### src/rtl/pipe_spawn_scheduler_pkg.sv
// Shared definitions for the pipe spawn scheduler: FSM encoding, LFSR polynomial,
// slot count and coordinate width.
package pipe_spawn_scheduler_pkg;

    typedef enum logic [1:0] {
        ST_IDLE   = 2'd0,
        ST_GAP    = 2'd1,
        ST_SELECT = 2'd2,
        ST_REQ    = 2'd3
    } spawn_state_e;

    localparam logic [15:0] LFSR_POLY = 16'hB400;
    localparam int          NUM_SLOTS = 3;
    localparam int          SLOT_W    = 2;
    localparam int          COORD_W   = 10;

endpackage

### src/rtl/lfsr16.sv
// Free-running 16-bit Galois LFSR (right shift, feedback mask from the package).
// Advances on every clock; SEED must be nonzero.
module lfsr16
    import pipe_spawn_scheduler_pkg::*;
#(
    parameter logic [15:0] SEED = 16'hACE1
) (
    input  logic        clk,
    input  logic        resetN,
    output logic [15:0] state_o
);

    logic [15:0] state_q, state_d;

    always_comb begin
        state_d = {1'b0, state_q[15:1]};
        if (state_q[0]) begin
            state_d = state_d ^ LFSR_POLY;
        end
    end

    always_ff @(posedge clk or negedge resetN) begin
        if (!resetN) begin
            state_q <= SEED;
        end else begin
            state_q <= state_d;
        end
    end

    assign state_o = state_q;

endmodule

### src/rtl/pipe_spawn_scheduler.sv
// Producer side of the pipe spawn handshake: timed, LFSR-placed spawn requests.
// Optional manual spawn (mouse1/pointY) is enabled by defining PIPE_SPAWN_MANUAL_EN.
module pipe_spawn_scheduler
    import pipe_spawn_scheduler_pkg::*;
#(
    parameter int unsigned BASE_GAP    = 600,
    parameter int unsigned MIN_GAP     = 180,
    parameter int unsigned GAP_STEP    = 12,
    parameter int unsigned FIRST_DELAY = 120,
    parameter int unsigned Y_MIN       = 112,
    parameter int unsigned Y_SPAN_BITS = 8,
    parameter logic [15:0] LFSR_SEED   = 16'hACE1
) (
    input  logic                 animationCLOCK,
    input  logic                 resetN,
    input  logic                 enable,
    input  logic [9:0]           score,
    input  logic [NUM_SLOTS-1:0] slotBusy,
    input  logic                 spawnAck,
`ifdef PIPE_SPAWN_MANUAL_EN
    input  logic                 mouse1,
    input  logic [COORD_W-1:0]   pointY,
`endif
    output logic                 spawnReq,
    output logic [SLOT_W-1:0]    spawnSlot,
    output logic [COORD_W-1:0]   spawnY,
    output logic [9:0]           spawnScore
);

    localparam int unsigned Y_MAX = Y_MIN + (2 ** Y_SPAN_BITS) - 1;

    spawn_state_e        state_q, state_d;
    logic [19:0]         gapCnt_q, gapCnt_d;
    logic                spawnReq_q, spawnReq_d;
    logic [SLOT_W-1:0]   spawnSlot_q, spawnSlot_d;
    logic [COORD_W-1:0]  spawnY_q, spawnY_d;
    logic [9:0]          spawnScore_q, spawnScore_d;
    logic                manualSel_q, manualSel_d;

    logic [15:0]         lfsr;
    logic [COORD_W-1:0]  lfsrY;
    logic                unusedLfsrBits;
    logic                freeFound;
    logic [SLOT_W-1:0]   freeSlot;
    logic                manualRise;
    logic [COORD_W-1:0]  manualY;

    // Interval shrinks with score and saturates at MIN_GAP without underflow.
    function automatic logic [19:0] calc_gap(input logic [9:0] s);
        logic [19:0] prod;
        prod = 20'(s) * 20'(GAP_STEP);
        if (prod >= 20'(BASE_GAP - MIN_GAP)) begin
            return 20'(MIN_GAP);
        end
        return 20'(BASE_GAP) - prod;
    endfunction

    lfsr16 #(.SEED(LFSR_SEED)) u_lfsr (
        .clk     (animationCLOCK),
        .resetN  (resetN),
        .state_o (lfsr)
    );

    assign lfsrY          = COORD_W'(Y_MIN) + COORD_W'(lfsr[Y_SPAN_BITS-1:0]);
    assign unusedLfsrBits = ^lfsr[15:Y_SPAN_BITS];

    always_comb begin
        freeFound = 1'b0;
        freeSlot  = '0;
        for (int i = NUM_SLOTS - 1; i >= 0; i--) begin
            if (!slotBusy[i]) begin
                freeFound = 1'b1;
                freeSlot  = SLOT_W'(i);
            end
        end
    end

`ifdef PIPE_SPAWN_MANUAL_EN
    logic mouse1_q;

    function automatic logic [COORD_W-1:0] clamp_y(input logic [COORD_W-1:0] y);
        if (y < COORD_W'(Y_MIN)) begin
            return COORD_W'(Y_MIN);
        end
        if (y > COORD_W'(Y_MAX)) begin
            return COORD_W'(Y_MAX);
        end
        return y;
    endfunction

    always_ff @(posedge animationCLOCK or negedge resetN) begin
        if (!resetN) begin
            mouse1_q <= 1'b0;
        end else begin
            mouse1_q <= mouse1;
        end
    end

    assign manualRise = mouse1 & ~mouse1_q;
    assign manualY    = clamp_y(pointY);
`else
    assign manualRise = 1'b0;
    assign manualY    = '0;
`endif

    always_comb begin
        state_d      = state_q;
        gapCnt_d     = gapCnt_q;
        spawnReq_d   = spawnReq_q;
        spawnSlot_d  = spawnSlot_q;
        spawnY_d     = spawnY_q;
        spawnScore_d = spawnScore_q;
        manualSel_d  = manualSel_q;

        // Dropping enable abandons any pending request; payload outputs keep their values.
        if (!enable) begin
            state_d     = ST_IDLE;
            gapCnt_d    = '0;
            spawnReq_d  = 1'b0;
            manualSel_d = 1'b0;
        end else begin
            case (state_q)
                ST_IDLE: begin
                    state_d  = ST_GAP;
                    gapCnt_d = 20'(FIRST_DELAY);
                end
                ST_GAP: begin
                    if (manualRise) begin
                        state_d     = ST_SELECT;
                        manualSel_d = 1'b1;
                    end else if (gapCnt_q <= 20'd1) begin
                        state_d = ST_SELECT;
                    end else begin
                        gapCnt_d = gapCnt_q - 20'd1;
                    end
                end
                ST_SELECT: begin
                    if (freeFound) begin
                        spawnSlot_d  = freeSlot;
                        spawnY_d     = manualSel_q ? manualY : lfsrY;
                        spawnScore_d = score;
                        spawnReq_d   = 1'b1;
                        manualSel_d  = 1'b0;
                        state_d      = ST_REQ;
                    end
                end
                ST_REQ: begin
                    if (spawnAck) begin
                        spawnReq_d = 1'b0;
                        gapCnt_d   = calc_gap(score);
                        state_d    = ST_GAP;
                    end
                end
                default: state_d = ST_IDLE;
            endcase
        end
    end

    always_ff @(posedge animationCLOCK or negedge resetN) begin
        if (!resetN) begin
            state_q      <= ST_IDLE;
            gapCnt_q     <= '0;
            spawnReq_q   <= 1'b0;
            spawnSlot_q  <= '0;
            spawnY_q     <= '0;
            spawnScore_q <= '0;
            manualSel_q  <= 1'b0;
        end else begin
            state_q      <= state_d;
            gapCnt_q     <= gapCnt_d;
            spawnReq_q   <= spawnReq_d;
            spawnSlot_q  <= spawnSlot_d;
            spawnY_q     <= spawnY_d;
            spawnScore_q <= spawnScore_d;
            manualSel_q  <= manualSel_d;
        end
    end

    assign spawnReq   = spawnReq_q;
    assign spawnSlot  = spawnSlot_q;
    assign spawnY     = spawnY_q;
    assign spawnScore = spawnScore_q;

endmodule

### config.mk
export PLATFORM = sky130hd
export DESIGN_NAME = pipe_spawn_scheduler
export DESIGN_NICKNAME = d
export VERILOG_FILES = /design/src/rtl/pipe_spawn_scheduler_pkg.sv /design/src/rtl/lfsr16.sv /design/src/rtl/pipe_spawn_scheduler.sv
export SDC_FILE = /design/constraint.sdc
export NUM_CORES = 1
export LEC_CHECK = 0
export CAP_MARGIN = 40
export CORE_MARGIN = 2
export CORE_UTILIZATION = 65
export CTS_BUF_LIST = sky130_fd_sc_hd__clkbuf_8
export DETAILED_ROUTE_END_ITERATION = 8
export DONT_BUFFER_PORTS = 1
export GPL_TIMING_DRIVEN = 0
export PLACE_DENSITY = 0.81
export SLEW_MARGIN = 25
export SYNTH_ARGS = -nofsm -noshare
export SYNTH_HDL_FRONTEND = slang
export SYNTH_SLANG_ARGS = --single-unit
export TNS_END_PERCENT = 50
### constraint.sdc
create_clock -name animationCLOCK -period 6.2 [get_ports animationCLOCK]
set_clock_uncertainty 0.15 [all_clocks]
set_input_delay 0.62 -clock animationCLOCK [delete_from_list [all_inputs] [get_ports animationCLOCK]]
set_output_delay 0.62 -clock animationCLOCK [all_outputs]
set_load 0.02 [all_outputs]
; After elaboration in Yosys (flattened, before gate mapping)
; Index checks and enable logic that the tools add are counted.
[classes]
n_mul = 1
n_addsub = 3
n_reduce_logical = 6
magnitude_cmp = 2
n_eq_ne = 11
muxes = 30
n_bitwise = 1
[op_table]
columns = cell, n
row1 = $mux W20, 5
row2 = $pmux W20 S3, 1
row3 = $le A20 B1 Y1 const B, 1
row4 = $sub A20 B1 Y20 const B, 1
row5 = $mux W16, 1
row6 = $sub A10 B14 Y15 const A, 1
row7 = $ge A14 B9 Y1 const B, 1
row8 = $mux W2, 7
row9 = $mux W1, 13
row10 = $mul A10 B2 Y12 const B, 1
row11 = $ne A3 B3 Y1 const B, 4
row12 = $reduce_and A3 Y1, 4
row13 = $add A7 B8 Y9 const A, 1
row14 = $mux W9, 1
row15 = $pmux W2 S4, 1
row16 = $eq A2 B2 Y1 const B, 2
row17 = $ne A2 B1 Y1 const B, 2
row18 = $ne A4 B1 Y1 const B, 1
row19 = $not A3 Y4, 1
row20 = $ne A3 B1 Y1 const B, 1
row21 = $eq A2 B1 Y1 const B, 1
row22 = $logic_not A2 Y1, 1
row23 = $pmux W1 S2, 1
row24 = $reduce_and A2 Y1, 1
[totals]
output_inout_bits = 23
input_bits = 17
reg_bits = 62
wordCells = 62

; Longest topological paths before layout
; Gate-level depths: netlist of run 1.
[logic_depth]
ltp_word = 10
depth_mapped = 9

; By module
; Synthesis of run 1 repeated with hierarchy kept, for this count alone.
[unflattened]
hier_cells = 404
hier_area_um2 = 3628.5
[modules_own_cells]
columns = module, area_each_um2, n_inst, seq_area_each_um2, cells_each
row1 = pipe_spawn_scheduler, 3094.2, 1, 1101.1, 372
row2 = lfsr16, 534.3, 1, 410.4, 32

; Worst setup path before layout of run 1
; No wires, ideal clock.
[synth_timing]
path_type = input -> register
startpoint = in score[0]
endpoint = reg gapCnt_q[7]
path_stages = 8
arrival_ps = 2516
n_path_buf = 0
path_slack_ps = 3411
setup_time_ps = 123
path_cell_list = ha_1 -> fa_1 -> a21oi_1 -> nand4b_1 -> nand2_1 -> a2111oi_1 -> a41oi_1 -> o221a_1
[synth_between]
elab_chain_cells = 10
word_cells_on_any_way = 11
cone_classes = 1 x add/sub / 1 x mul / 1 x order compare / 8 x mux
[synth_lines]
columns = element, line_no
row1 = start: declaration, pipe_spawn_scheduler.sv:17  ; input logic [9:0] score,
row2 = $mul A10 B2 Y12 *, pipe_spawn_scheduler.sv:51  ; prod = 20'(s) * 20'(GAP_STEP);
row3 = $ge A14 B9 Y1, pipe_spawn_scheduler.sv:52  ; if (prod >= 20'(BASE_GAP - MIN_GAP)) begin
row4 = $mux W1, pipe_spawn_scheduler.sv:52
row5 = $mux W1, pipe_spawn_scheduler.sv:148  ; if (spawnAck) begin
row6 = $mux W1, pipe_spawn_scheduler.sv:122  ; case (state_q)
row7 = $mux W1, pipe_spawn_scheduler.sv:116  ; if (!enable) begin
row8 = $mux W20 *, pipe_spawn_scheduler.sv:55  ; return 20'(BASE_GAP) - prod;
row9 = $mux W20 *, pipe_spawn_scheduler.sv:148
row10 = $pmux W20 S3 *, pipe_spawn_scheduler.sv:122
row11 = $mux W20 *, pipe_spawn_scheduler.sv:116
row12 = end signal: assignment, pipe_spawn_scheduler.sv:170  ; gapCnt_q <= gapCnt_d;
row13 = end: declaration, pipe_spawn_scheduler.sv:33  ; logic [19:0] gapCnt_q, gapCnt_d;
; Mark *: on every way between the ends. The rest lies on a longest branch, timed or not. The select of a mux whose other input is x is not followed.
; A chain may end at the register's enable or synchronous reset.

; Final worst setup path of run 1
[layout_timing]
startpoint = in score[8]
endpoint = reg gapCnt_q[7]
[layout_between]
elab_chain_cells = 10
[layout_lines]
columns = element, line_no
row1 = $mul A10 B2 Y12, pipe_spawn_scheduler.sv:51
row2 = $ge A14 B9 Y1, pipe_spawn_scheduler.sv:52
row3 = $mux W1, pipe_spawn_scheduler.sv:52
row4 = $mux W1, pipe_spawn_scheduler.sv:148
row5 = $mux W1, pipe_spawn_scheduler.sv:122
row6 = $mux W1, pipe_spawn_scheduler.sv:116
row7 = $mux W20, pipe_spawn_scheduler.sv:55
row8 = $mux W20, pipe_spawn_scheduler.sv:148
row9 = $pmux W20 S3, pipe_spawn_scheduler.sv:122
row10 = $mux W20, pipe_spawn_scheduler.sv:116
; No other way between the ends. The select of a mux whose other input is x is not followed.

==> qor.csv, run 1 <==
stage,metric,value,unit
pwr,power share of the sequential group,36.8,%
yosys,post-synth top area cell,dfrtp_1,
sta,RSZ-0062 raised after global routing,false,
global_routing,antenna violations before repair,0,
placed_design,Detailed Place HPWL,5.59,mm
min_path,hold-critical path depth,0,
pwr,Pint,0.926,mW
worst_setup_path,R2R Setup Slk,3.55,ns
yosys,share of the synthesized area in the top cell type,37.1,%
placed_design,Port-buffer cells,0,
pwr,switch share,45.4,%
clock_tree,worst skew pair latency,0.34,ns
placed_design,GP Congestion,0.902,
detailed_routing,Via density,6.22,
sta,Highest Clock Rate,357,MHz
yosys,Post-synth EDFFs,0,
worst_setup_path,RR Startpoint,gapCnt_q[0],
run,Max Cap Violations,0,
min_path,Min-Delay Endpoint,u_lfsr.state_o[8],
min_path,Worst Hold Class,flop to flop,
detailed_routing,1st-pass router iterations,7,
yosys,synth warn,0,
detailed_routing,drt initial violations,356,
sta,Final Cycle Share,45.1,%
worst_setup_path,crit path max fanout,5,
final_layout,"most common cell after layout, fill and taps aside",nand2_1,
pwr,Worst VDD drop,267,uV
clock_tree,postcts setup bufs,0,
detailed_routing,DRC Markers,0,
sta,endpoints failing setup,0,
sta,Tmin final,2.80,ns
detailed_routing,Routed WL,7.97,mm
detailed_routing,via count,2991,
placed_design,"worst slack, placed",3.07,ns
floorplan,die extent in y,77.5,um
pwr,net switching power,0.769,mW
final_layout,# fillers,358,
final_layout,Final #Nets,443,
min_path,Hold Path Origin,u_lfsr.state_o[9],
clock_tree,Max Root-Sink Buffers,2,
worst_setup_path,CP cell instances,inv_1 > ha_1 > or2_2 > a221oi_1 > o211ai_1 > a2111oi_1 > a41oi_1 > o221a_1,
floorplan,Rows,26,
yosys,average size of a mapped cell,8.97,um^2
sta,Final Worst Setup Slack,3.40,ns
worst_setup_path,CP Launch Type,primary input,
global_routing,largest net degree at the start of global routing,61,
yosys,Post-synth ARST share,100,%
yosys,Synth Cell Area,0.00351,mm^2
global_routing,overall global routing resource usage,28.3,%
worst_setup_path,WP data arrival,2.88,ns
yosys,ys flop type,dfrtp_1,
sta,Slew headroom,53.5,%
worst_setup_path,crit path capture type,flop,
run_status,outcome,"complete, no violations",
floorplan,die area,0.00600,mm^2
clock_tree,buffer type at the clock tree root,clkbuf_8,
global_routing,first-pass GRT wire length,13.4,mm
worst_setup_path,Reg2Reg Depth,9,
pwr,part of the power in the clock network,21.1,%
floorplan,core area,0.00517,mm^2
worst_setup_path,RR Endpoint,gapCnt_q[14],
clock_tree,"Clk pin slew, worst setup/hold paths",0.07,ns
sta,Post-Route Setup TNS,0,ns
pwr,Combinational Power Share,42.1,%
yosys,Post-Synthesis Cells,391,
final_layout,ANT cells,0,
detailed_routing,WL/cell,16.6,um
global_routing,vias in the first global route,2987,
clock_tree,TritonCTS clock tree,built,
sta,Worst-Margin Slew,0.687,ns
sta,"Hold Violations, Final",0,
floorplan,die width,77.5,um
pwr,Tot Pwr,1.69,mW
yosys,post-synth net total,428,
floorplan,Initial Util,67.8,%
clock_tree,TritonCTS buffer count,9,
detailed_routing,final antenna-violating net count,0,
final_layout,area delta synth->final,9.56,%
clock_tree,H-tree Lvls,3,
worst_setup_path,Slowest Stage Delay on Critical Path,0.57,ns
sta,Hold WS,0.204,ns
final_layout,layout cell share with drive strength beyond 1,9.73,%
yosys,"top cells by area, synth","dfrtp_1, ha_1, nand2_1, dfstp_2, o21ai_0",
worst_setup_path,Worst Path Required,6.28,ns
clock_tree,CTS Sinks,60,
sta,Max Slew Vio Count,0,
pwr,Pwr per Cell Area,441,mW/mm^2
final_layout,most frequent cells in the layout,"nand2_1, dfrtp_1, o21ai_0, nor2_1, a21oi_1",
worst_setup_path,slowest CP cell,a2111oi_1,
global_routing,GRT overflow,0,
pwr,Leak Pwr,1.76,nW
floorplan,IO Pins,40,
yosys,"Distinct cells, synth",63,
yosys,sequential-to-total area share from yosys stat,43.1,%
worst_setup_path,kind of critical path,primary input to flop,
yosys,synthesized flop and latch total,60,
-- worst max-delay path: cells and delay by family --
kind | cells | cell delay (ns)
AOI/OAI and AO/OA | 5 | 1.57
adders and majority gates | 1 | 0.35
buffers and inverters | 1 | 0.05
and+or+nand+nor | 1 | 0.29
-- flip-flops by register name, summed over array words and instances (netlist names) --
| register | flops |
|---|---|
| gapCnt_q | 20 |
| u_lfsr.state_o | 16 |
| spawnScore | 10 |
| spawnY | 9 |
| spawnSlot | 2 |
| state_q | 2 |
| spawnReq | 1 |
-- stage by stage --
step	area, um^2	cells	utilization [%]
2_1_floorplan	3510	391	-
3_3_place_gp	3600	461	69.5
3_5_place_dp	3600	461	69.5
4_1_cts	3830	479	74.1
5_1_grt	3840	481	74.3
6_report	3840	481	74.3
-- cell type report --
cell class | count | area (um^2) | share of cell area, %
Tap cell | 70 | 87.6 | 2.28
Sequential cell | 60 | 1510 | 39.3
Buffer | 11 | 51.3 | 1.33
Clock inverter | 7 | 76.3 | 1.99
Multi-Input combinational cell | 300 | 1870 | 48.7
Timing Repair Buffer | 4 | 47.5 | 1.24
Inverter | 20 | 75.1 | 1.95
Clock buffer | 9 | 124 | 3.22
-- routing by layer --
layer	up-vias	global-route usage (%)	wire, um
li1	1440	-	-
met1	1406	34.6	3420
met2	117	47.7	3880
met3	28	7.21	472
met4	0	11.8	197
met5	-	0	0
-- cells by family after synthesis --
logic type | synth area share [%]
flip-flops | 43.1
other | 0.107
buffers and inverters | 3.60
adder cells (fa/ha/maj) | 7.35
AO/OA/AOI/OAI | 18.9
AND/OR/NAND/NOR | 22.6
multiplexers | 0.571
XOR/XNOR | 3.74
-- synthesized netlist by cell type, types with 2 or more instances --
cell type   n
nand4_1     6
nand2b_1    3
a21o_1      4
buf_2       2
inv_1      19
a41oi_1     3
ha_1       19
dfrtp_1    52
nor4_1      2
or4_1       3
or3_1       4
a21oi_1    21
o21ai_1     6
o211ai_1    5
xnor2_1     8
nor3b_1     2
buf_4       2
clkbuf_1    6
or2_2       3
o2bb2ai_1   2
o31ai_1     8
dfstp_2     8
mux2i_1     2
o21ai_0    29
nor2b_1     4
a221oi_1    2
nor3_1     14
and3_1      3
xor2_1      7
nand2_1    60
o41ai_1     2
a211oi_1    4
a31oi_1     6
nor2_1     29
nand3_1    13
-- power groups by stage --
stage / combinational, mW / clock, mW / sequential [mW]
floorplan: 0.534 / 0 / 0.606
detailed placement: 0.673 / 0 / 0.628
finish: 0.713 / 0.358 / 0.624
global placement: 0.658 / 0 / 0.625
CTS: 0.685 / 0.361 / 0.624
global route: 0.794 / 0.378 / 0.636
-- how the worst max path moves through the flow --
| stage | from | end | slack, ns | cells after the start |
|---|---|---|---|---|
| final | score[8] | gapCnt_q[7] | 3.40 | 8 |
| after global routing | score[0] | gapCnt_q[7] | 3.20 | 8 |
| after CTS | score[0] | gapCnt_q[7] | 3.43 | 8 |
| after detailed placement | score[0] | gapCnt_q[7] | 3.07 | 8 |
| after global placement | score[0] | gapCnt_q[7] | 3.13 | 8 |
| after floorplan | score[0] | gapCnt_q[7] | 3.41 | 8 |
-- what timing repair did --
action                                 CTS  global route
hold buffers                             2             0
resized for setup                        0             0
endpoints found under the hold margin   60             0
(Power assumes the default switching activity.)
==> run 2, diff against run 1 <==
Clock period 6.2 ns to 2.8 ns, I/O delays scaled along.
==> qor.csv, run 2 (synthesis results as in run 1) <==
stage,metric,value,unit
final_layout,Final #Nets,455,
final_layout,number of flip-flops in the largest register,20,
final_layout,"most common cell after layout, fill and taps aside",nand2_1,
final_layout,most frequent cells in the layout,"nand2_1, dfrtp_1, o21ai_0, nor2_1, a21oi_1",
sta,Final Cycle Share,95.3,%
placed_design,Placed Cells,461,
clock_tree,H-tree Lvls,3,
detailed_routing,drt initial violations,364,
worst_setup_path,crit path max fanout,10,
detailed_routing,1st-pass router iterations,7,
global_routing,overall global routing resource usage,29.2,%
clock_tree,"Clk pin slew, worst setup/hold paths",0.08,ns
pwr,Pint,2.07,mW
run,Max Cap Violations,0,
floorplan,die area,0.00600,mm^2
clock_tree,TritonCTS clock tree,built,
final_layout,area of the multi-input gates,0.00187,mm^2
run_status,outcome,"complete, no violations",
clock_tree,postcts setup bufs,0,
worst_setup_path,R2R Setup Slk,0.13,ns
global_routing,met2 Usage GRT,49.9,%
global_routing,GR Util met1,35.3,%
floorplan,die extent in y,77.5,um
pwr,power share of the sequential group,36.5,%
detailed_routing,WL/cell,16.8,um
min_path,Worst Hold Class,primary input to flop,
pwr,Pwr per Cell Area,955,mW/mm^2
floorplan,Initial Util,67.8,%
floorplan,IO Pins,40,
worst_setup_path,WP data arrival,2.76,ns
sta,Max Slew Vio Count,0,
pwr,Combinational Power Share,42.4,%
worst_setup_path,CP Launch Type,flop,
final_layout,fin util,76.6,%
detailed_routing,Via density,6.28,
min_path,hold-critical path depth,3,
final_layout,layout cell share with drive strength beyond 1,9.46,%
sta,RSZ-0062 raised after global routing,false,
clock_tree,worst skew pair latency,0.35,ns
detailed_routing,DRC Markers,0,
final_layout,area delta synth->final,13.0,%
placed_design,Port-buffer cells,0,
global_routing,GRT overflow,0,
worst_setup_path,crit path capture type,flop,
worst_setup_path,RR Startpoint,gapCnt_q[0],
global_routing,first-pass GRT wire length,13.8,mm
worst_setup_path,kind of critical path,flop to flop,
detailed_routing,final antenna-violating net count,0,
pwr,part of the power in the clock network,21.1,%
detailed_routing,Routed WL,8.27,mm
final_layout,ANT cells,0,
global_routing,largest net degree at the start of global routing,61,
min_path,Hold Path Origin,spawnAck,
placed_design,GP Congestion,0.902,
global_routing,antenna violations before repair,0,
placed_design,"worst slack, placed",0.0120,ns
final_layout,"Most flops, register",gapCnt_q,
global_routing,GRT busiest layer,met2,
sta,Highest Clock Rate,375,MHz
clock_tree,buffer type at the clock tree root,clkbuf_8,
detailed_routing,via count,3096,
pwr,net switching power,1.72,mW
final_layout,Reg area,0.00151,mm^2
final_layout,Non-Filler Instances,493,
global_routing,routing usage on met3,6.74,%
worst_setup_path,RR Endpoint,gapCnt_q[14],
pwr,switch share,45.4,%
clock_tree,CTS Sinks,60,
placed_design,Detailed Place HPWL,5.59,mm
sta,Final Worst Setup Slack,0.133,ns
sta,endpoints failing setup,0,
global_routing,vias in the first global route,3083,
min_path,Min-Delay Endpoint,spawnReq,
floorplan,core area,0.00517,mm^2
clock_tree,Max Root-Sink Buffers,2,
worst_setup_path,Worst Path Required,2.89,ns
floorplan,die width,77.5,um
sta,"Hold Violations, Final",0,
pwr,Leak Pwr,1.81,nW
worst_setup_path,Reg2Reg Depth,9,
sta,Post-Route Setup TNS,0,ns
sta,Worst-Margin Slew,0.685,ns
floorplan,Rows,26,
sta,Tmin final,2.67,ns
pwr,Worst VDD drop,594,uV
final_layout,# fillers,329,
clock_tree,TritonCTS buffer count,9,
sta,Slew headroom,53.7,%
-- run 2: cell types whose count changed in the layout (fill, tap and decap cells not counted), sizes merged --
| cell | delta |
|---|---|
| dlygate4sd3 | +12 |
-- run 2: power by group through the flow --
stage / clock (mW) / sequential (mW) / combinational, mW
after global placement: 0 / 1.38 / 1.46
final: 0.797 / 1.38 / 1.61
after detailed placement: 0 / 1.39 / 1.49
after floorplan: 0 / 1.34 / 1.18
after CTS: 0.800 / 1.38 / 1.54
after global routing: 0.838 / 1.41 / 1.78
-- run 2: final cells by class --
type | count | area share [%]
clock inverter | 7 | 1.93
inverter | 20 | 1.89
buffer | 11 | 1.29
tap | 70 | 2.21
multi-input combinational | 300 | 47.2
timing repair buffer | 16 | 4.23
sequential | 60 | 38.1
clock buffer | 9 | 3.13
-- run 2: worst max-delay path by stage --
stage                 from           end  cells past startpoint
2_1_floorplan     score[0]   gapCnt_q[7]                      8
3_3_place_gp      score[0]   gapCnt_q[7]                      8
3_5_place_dp      score[0]   gapCnt_q[7]                      8
4_1_cts        gapCnt_q[2]  gapCnt_q[19]                      6
5_1_grt        gapCnt_q[0]  gapCnt_q[14]                      9
6_report       gapCnt_q[0]  gapCnt_q[14]                      9
-- run 2: critical path, stage by stage, from the launching register on --
cell and delay, ns:
dfrtp_1 0.42, inv_1 0.07, ha_1 0.23, nor2_1 0.07, nor4b_1 0.58, nand4_2 0.27, a21oi_1 0.31, buf_2 0.27
o21ai_1 0.11, o41ai_1 0.07
-- run 2: routing by layer --
metal	routed length [um]	part of all wire (%)
met4	280	3.4
met5	0	0
met1	3430	41
met3	501	6.1
met2	4060	49
-- run 2: what timing repair did --
item / CTS / global route
gates resized for setup: 0 / 0
hold buffers: 14 / 0
hold endpoints to repair: 72 / 0
-- run 2: stage by stage --
| step | hold WS, ns | total power, mW | area (um^2) |
|---|---|---|---|
| floorplan | -0.166 | 2.53 | 3510 |
| global placement | -0.164 | 2.84 | 3600 |
| detailed placement | -0.164 | 2.88 | 3600 |
| CTS | 0.0135 | 3.72 | 3950 |
| global route | 0.0325 | 4.03 | 3960 |
| finish | 0.0208 | 3.79 | 3960 |
